===== config.mk =====
export PLATFORM = sky130hd
export DESIGN_NAME = fifo_fwft_flags
export DESIGN_NICKNAME = d
export VERILOG_FILES = /design/src/rtl/fifo_fwft_flags.sv
export SDC_FILE = /design/constraint.sdc
export NUM_CORES = 1
export LEC_CHECK = 0
export ABC_AREA = 1
export CAP_MARGIN = 20
export CORE_UTILIZATION = 45
export CTS_CLUSTER_DIAMETER = 150
export DETAILED_ROUTE_END_ITERATION = 8
export HOLD_SLACK_MARGIN = 0.03
export PLACE_DENSITY = 0.74
export SETUP_SLACK_MARGIN = 0.15
export SYNTH_ARGS = -nofsm -noshare
export SYNTH_HDL_FRONTEND = slang
export SYNTH_SLANG_ARGS = --single-unit

===== constraint.sdc =====
create_clock -name clk -period 2.6 [get_ports clk]
set_clock_uncertainty 0.2 [all_clocks]
set_input_delay 0.65 -clock clk [delete_from_list [all_inputs] [get_ports clk]]
set_output_delay 0.65 -clock clk [all_outputs]
set_load 0.02 [all_outputs]

===== src/rtl/fifo_fwft_flags.sv =====
`default_nettype none
// ============================================================================
// Module   : fifo_fwft_flags
// Brief    : Single-clock FIFO with FWFT or registered-read output stage,
//            programmable almost flags, occupancy count and sticky errors.
// Revision : 1.0
// ============================================================================
module fifo_fwft_flags #(
    parameter int DATA_WIDTH  = 8,
    parameter int DEPTH_WIDTH = 4,
    parameter bit FWFT        = 1'b1
) (
    input  logic                   clk,
    input  logic                   rst_n,
    input  logic [DATA_WIDTH-1:0]  din,
    input  logic                   wr_en,
    output logic                   full,
    input  logic                   rd_en,
    output logic [DATA_WIDTH-1:0]  dout,
    output logic                   empty,
    output logic [DEPTH_WIDTH:0]   cnt,
    input  logic [DEPTH_WIDTH:0]   af_thresh,
    input  logic [DEPTH_WIDTH:0]   ae_thresh,
    output logic                   almost_full,
    output logic                   almost_empty,
    output logic                   overflow,
    output logic                   underflow,
    input  logic                   err_clr
);

    localparam logic [DEPTH_WIDTH:0]   c_depth   = (DEPTH_WIDTH+1)'(2**DEPTH_WIDTH);
    localparam logic [DEPTH_WIDTH:0]   c_cnt_one = (DEPTH_WIDTH+1)'(1);
    localparam logic [DEPTH_WIDTH-1:0] c_ptr_one = DEPTH_WIDTH'(1);

    logic [DATA_WIDTH-1:0]  r_mem [2**DEPTH_WIDTH];
    logic [DEPTH_WIDTH-1:0] r_wr_ptr;
    logic [DEPTH_WIDTH-1:0] r_rd_ptr;
    logic [DEPTH_WIDTH:0]   r_cnt;
    logic                   r_full;
    logic                   r_empty;
    logic [DATA_WIDTH-1:0]  r_dout;
    logic                   r_ovf;
    logic                   r_unf;

    logic                   w_wr_acc;
    logic                   w_rd_acc;
    logic [DEPTH_WIDTH:0]   w_cnt_nxt;
    logic [DEPTH_WIDTH-1:0] w_rd_ptr_nxt;

    assign w_wr_acc     = wr_en && !r_full;
    assign w_rd_acc     = rd_en && !r_empty;
    assign w_rd_ptr_nxt = r_rd_ptr + c_ptr_one;

    always_comb begin
        w_cnt_nxt = r_cnt;
        if (w_wr_acc && !w_rd_acc) begin
            w_cnt_nxt = r_cnt + c_cnt_one;
        end else if (!w_wr_acc && w_rd_acc) begin
            w_cnt_nxt = r_cnt - c_cnt_one;
        end
    end

    // Storage holds every word still counted, including the one shown on dout.
    always_ff @(posedge clk) begin
        if (w_wr_acc) begin
            r_mem[r_wr_ptr] <= din;
        end
    end

    always_ff @(posedge clk or negedge rst_n) begin
        if (!rst_n) begin
            r_wr_ptr <= '0;
            r_rd_ptr <= '0;
            r_cnt    <= '0;
            r_full   <= 1'b0;
            r_ovf    <= 1'b0;
            r_unf    <= 1'b0;
        end else begin
            if (w_wr_acc) begin
                r_wr_ptr <= r_wr_ptr + c_ptr_one;
            end
            if (w_rd_acc) begin
                r_rd_ptr <= w_rd_ptr_nxt;
            end
            r_cnt  <= w_cnt_nxt;
            r_full <= (w_cnt_nxt == c_depth);
            r_ovf  <= (wr_en && r_full)  || (r_ovf && !err_clr);
            r_unf  <= (rd_en && r_empty) || (r_unf && !err_clr);
        end
    end

    generate
        if (FWFT) begin : g_fwft
            // A stored word is presented one edge after it lands in an idle output.
            always_ff @(posedge clk or negedge rst_n) begin
                if (!rst_n) begin
                    r_dout  <= '0;
                    r_empty <= 1'b1;
                end else if (r_empty) begin
                    if (r_cnt != '0) begin
                        r_dout  <= r_mem[r_rd_ptr];
                        r_empty <= 1'b0;
                    end
                end else if (w_rd_acc) begin
                    if (r_cnt > c_cnt_one) begin
                        r_dout <= r_mem[w_rd_ptr_nxt];
                    end else begin
                        r_empty <= 1'b1;
                    end
                end
            end
        end else begin : g_std
            always_ff @(posedge clk or negedge rst_n) begin
                if (!rst_n) begin
                    r_dout  <= '0;
                    r_empty <= 1'b1;
                end else begin
                    r_empty <= (w_cnt_nxt == '0);
                    if (w_rd_acc) begin
                        r_dout <= r_mem[r_rd_ptr];
                    end
                end
            end
        end
    endgenerate

    assign full         = r_full;
    assign empty        = r_empty;
    assign dout         = r_dout;
    assign cnt          = r_cnt;
    assign overflow     = r_ovf;
    assign underflow    = r_unf;
    assign almost_full  = (r_cnt >= af_thresh);
    assign almost_empty = (r_cnt <= ae_thresh);

endmodule
`default_nettype wire


## Word level (Yosys, flattened, before mapping)

Memories as Yosys holds them, arrays and structs flattened.
Cells that the tools add are included.

- Input port bits: 23
- Memories kept: 1
- Register bits after elaboration: 25
- Word-level logic and storage cells: 49
- Bits in writable memories: 128
- Output and inout port bits: 19

Memories:

| name | words | width | rd ports | clocked after Yosys merged registers in | write ports | RTL line | text |
|---|---|---|---|---|---|---|---|
| r_mem | 16 | 8 | 2 | 0 | 1 | 35 | `logic [DATA_WIDTH-1:0] r_mem [2**DEPTH_WIDTH];` |

- Multiplexer cells: 12
- $add $sub $neg: 4
- Equality and inequality tests: 2
- $lt $le $gt $ge: 3
- Reduce and logical (&&, ||, !) cells: 19

Operators with widths:

| operator | count |
|---|---|
| two-way mux 8 bit | 4 |
| two-way mux 5 bit | 2 |
| adder 4 x 1 -> 4 bit (second input constant) | 2 |
| logical AND 1 bit | 8 |
| two-way mux 1 bit | 6 |
| adder 5 x 1 -> 5 bit (second input constant) | 1 |
| == test 5 bit (second input constant) | 1 |
| >= comparator 5 bit | 1 |
| > comparator 5 x 1 -> 1 bit (second input constant) | 1 |
| <= comparator 5 bit | 1 |
| zero test 1 bit | 5 |
| nonzero test 5 bit | 1 |
| subtractor 5 x 1 -> 5 bit (second input constant) | 1 |
| nonzero test 2 bit | 2 |
| AND reduction 3 bit | 1 |
| logical OR 1 bit | 2 |
| != test 2 x 1 -> 1 bit (second input constant) | 1 |

## Longest topological paths before layout

- Word-level depth: 7
- Mapped depth: 10
- Mapped depth without buffers: 10

## Worst setup path after synthesis

Ideal clock, no wire load.

- Path type: register -> output
- Start point: register r_cnt[0], in the netlist cnt[0]
- End point: output almost_full
- Path slack: 0.177 ns
- Arrival time: 1.573 ns
- Path buffers: 0
- Stages on the path, launching flop included: 9
- Data required time: 1.750 ns
- Cell sequence: dfrtp_1 > inv_1 > ha_1 > inv_1 > nand2_1 > a21oi_1 > o21bai_1 > a21oi_1 > o21bai_1

- Longest elaborated chain between the ends: 1

RTL lines:

| item | RTL line | text |
|---|---|---|
| start, declared | 38 | `logic [DEPTH_WIDTH:0] r_cnt;` |
| start signal, assigned | 85 | `r_cnt <= w_cnt_nxt;` |
| >= comparator 5 bit | 133 | `assign almost_full = (r_cnt >= af_thresh);` |
| end, declared | 24 | `output logic almost_full,` |

Every way passes these cells.

## Final worst setup path

Ends and elaborated chain as after synthesis.

==> impl_metrics.yaml <==
route:
  per_cell_via_count_in_the_routed_design: 5.435
  vias: 7055
  drt_iter0_drc: 1038
  dr.pass1.iters: 8
  antenna_left: 0
  drt_drc_violations_left: 4
  wire_per_inst_um: 17.01
  routed_wirelength_um: 22080
synthesis:
  synth_async_sr_flop_share_pct: 16.34
  synth.yosys.seq_area_share_pct: 53.58
  synth-main-ff-cell: "edfxtp_1"
  avgSynthCellArea_um2: 8.361
  yosys_warnings: 0
  syn-num-nets: 1039
  synth.cell_area_um2: 8344
  synthMostInstantiatedCell: "nand2_1"
  synth_area_leader_cell: "edfxtp_1"
  synthCells: 998
  synth.distinct_cells: 27
  cell_types_with_the_largest_area_share_after_synthesis: "edfxtp_1 (46%), nand3_1 (15%), nand2_1 (13%)"
  post_synth_most_frequent_cells: "nand2_1 (294), nand3_1 (246), inv_1 (167), edfxtp_1 (128), buf_2 (33)"
  yosys_register_bits: 153
  number_of_enable_flip_flop_cells_after_synthesis: 128
  post-synth-top-area-fraction_pct: 46.06
sta:
  final_min_period_over_clock_period_pct: 99.06
  setup_viol: 0
  relSlewSlack_pct: 50.76
  final_max_slew_viol_count: 0
  setup_repair_after_global_routing_missed_its_margin: "true"
  layout_min_cycle_time_ps: 2576
  fmax_mhz: 388.3
  hold_viol_final: 0
  timing_worst_slew_pin_value_ps: 736.2
  final.hold.worst_slack_ps: 283.7
worst_setup_path:
  regToRegEndpoint: "dout[4]$_DFFE_PN0P_"
  critPathCaptureType: "output port"
  ff2ff_setup_slack_ps: 290
  element_type_at_the_critical_path_start: "flip-flop"
  reg2regPathDepth: 9
  worstSetupStartpoint: "cnt[0]$_DFF_PN0_"
  critPathArrivalTime_ps: 1730
  path_max_fanout: 2
  worstSetupPathType: "flip-flop to output port"
  data_required_critical_path_ps: 1750
  reg2reg_from: "r_rd_ptr[1]$_DFFE_PN0P_"
  last_element_of_the_critical_path: "almost_full"
global_routing:
  grt_antenna_before_repair: 0
  grt_pass1_wl_um: 34710
  grt_pass1_vias: 6515
  global_route.usage.total_pct: 23.95
  grt_start_max_net_pins: 100
  globalRouteOverflowTotal: 0
pwr:
  intPower_mw: 6.731
  total_switching_power_mw: 5.439
  power.share.sequential_pct: 27.0
  p_leak_nw: 4.451
  power.ir.vdd_worst_v: 0.0006498
  switching_share_pct: 44.69
  share_clk_of_total_power_pct: 20.7
  power-per-cell-area_nw_per_um2: 1229
  p_comb_share_pct: 52.3
job:
  max_capacitance_violation_total: 0
final_layout:
  synthToLayoutAreaGrowth_pct: 18.65
  insertedDiodeCount: 0
  final-instance-count-excl-fill: 1298
  drive_above_1_share_pct: 10.66
  layout.nets: 1097
clock_tree:
  tritoncts_num_sinks: 153
  tritoncts_clock_tree: "done"
  max-clock-path-buffers: 2
  cts_root_buf: "clkbuf_16"
  htree_num_levels: 4
  cts_made_buffers: 17
  holdBufCountCts: 0
  clock_latency_ps: 430
  cts.clk_slew.worst_paths_ps: 60
placed_design:
  numPlacedInstances: 1264
  portBuffers: 41
  place.gp.congestion: 0.9228
  detailed_place_hpwl_um: 14410
worst_hold_path:
  timing.hold.worst.class: "flip-flop to flip-flop"
run_status:
  failed_checks: "DRC"
  outcome: "finished, violations left"
die:
  initial_core_util_pct: 46.14
  chipHeight_um: 138.2
  floorplan.core_area_um2: 18090
  top_level_ports: 42
  rows: 49
  fp.dieArea_um2: 19090
  fp.dieW_um: 138.2
-- cell type report --
class                           instances  area (µm²)
Clock buffer                           18       429.2
Clock inverter                         14       173.9
Fill cell                            1541        8185
Inverter                              167       626.9
Multi-Input combinational cell        628        3120
Sequential cell                       153        4476
Tap cell                              229       286.5
Timing Repair Buffer                   89       788.3
-- logic make-up after synthesis --
family / Yosys count / synth area share [%]
AND/OR/NAND/NOR: 565 / 29.30
adder cells (fa/ha/maj): 18 / 2.699
AO/OA/AOI/OAI: 36 / 2.549
flip-flops: 153 / 53.58
XOR/XNOR: 9 / 1.350
buffers and inverters: 217 / 10.53
-- metrics by stage --
stage,total power [mW],cell area (µm²),worst slack [ps],util [%],TNS [ps]
2_1_floorplan,7.287,8344,177.1,-,0
5_1_grt,12.84,9901,-75.81,54.74,-75.81
6_report,12.17,9901,24.43,54.74,0
3_3_place_gp,9.245,9176,-664.2,50.74,-1303
3_5_place_dp,9.368,9176,-693.9,50.74,-1355
4_1_cts,11.94,9822,-21.05,54.31,-21.05
-- timing repair --
action                     CTS  global route
hold endpoints to repair     0             0
setup endpoints to repair    5             2
pin swaps                   15            10
buffers inserted             1             1
gates resized for setup     39            15
-- metal layers --
layer / global-route usage (%) / share of wire, % / vias to the layer above
li1: - / - / 3351
met1: 32.31 / 40 / 3259
met2: 36.20 / 46 / 381
met3: 5.577 / 9.9 / 64
met4: 12.36 / 3.9 / 0
met5: 0 / 0 / -
-- sequential cells by signal, summed over array words and instances, names as in the netlist, 4 cells and up --
register and count:
dout 8, r_wr_ptr 4, r_rd_ptr 4, r_mem 128, cnt 5
-- cells in the final DEF (no fill, tap or decap), types with 7 or more instances in the layout --
cell,n
buf_4,46
clkbuf_16,17
clkdlybuf4s50_1,24
dfrtp_1,22
dlygate4sd2_1,13
edfxtp_1,128
ha_1,12
inv_1,160
inv_2,7
nand2_1,291
nand3_1,245
nor2_1,20
o211ai_1,9
o21ai_0,15
-- power groups by stage --
stage	Sequential [mW]	Clock [mW]	Combinational (mW)
floorplan	3.40	0	3.89
global placement	3.31	0	5.93
detailed placement	3.32	0	6.05
CTS	3.28	2.55	6.11
global route	3.33	2.63	6.88
finish	3.29	2.52	6.36
-- worst min-delay path by stage --
stage / endpoint / cells after the start / start / slack [ps]
CTS: dout[5]$_DFFE_PN0P_ / 2 / dout[5]$_DFFE_PN0P_ / 290
global route: dout[5]$_DFFE_PN0P_ / 2 / dout[5]$_DFFE_PN0P_ / 310
detailed placement: dout[5]$_DFFE_PN0P_ / 2 / dout[5]$_DFFE_PN0P_ / 270
floorplan: cnt[0]$_DFF_PN0_ / 0 / rst_n / 150
global placement: dout[7]$_DFFE_PN0P_ / 2 / dout[7]$_DFFE_PN0P_ / 270
finish: dout[3]$_DFFE_PN0P_ / 2 / dout[3]$_DFFE_PN0P_ / 280
-- worst max-delay path, stage by stage (launching register included) --
cell and delay, ps:
dfrtp_1 390, inv_2 80, ha_4 200, inv_2 50, nand2_2 40, a21oi_2 110, o21bai_1 80, a21oi_2 130
o21bai_1 70, buf_4 160
Note: power is estimated with default switching activity, not from simulation.
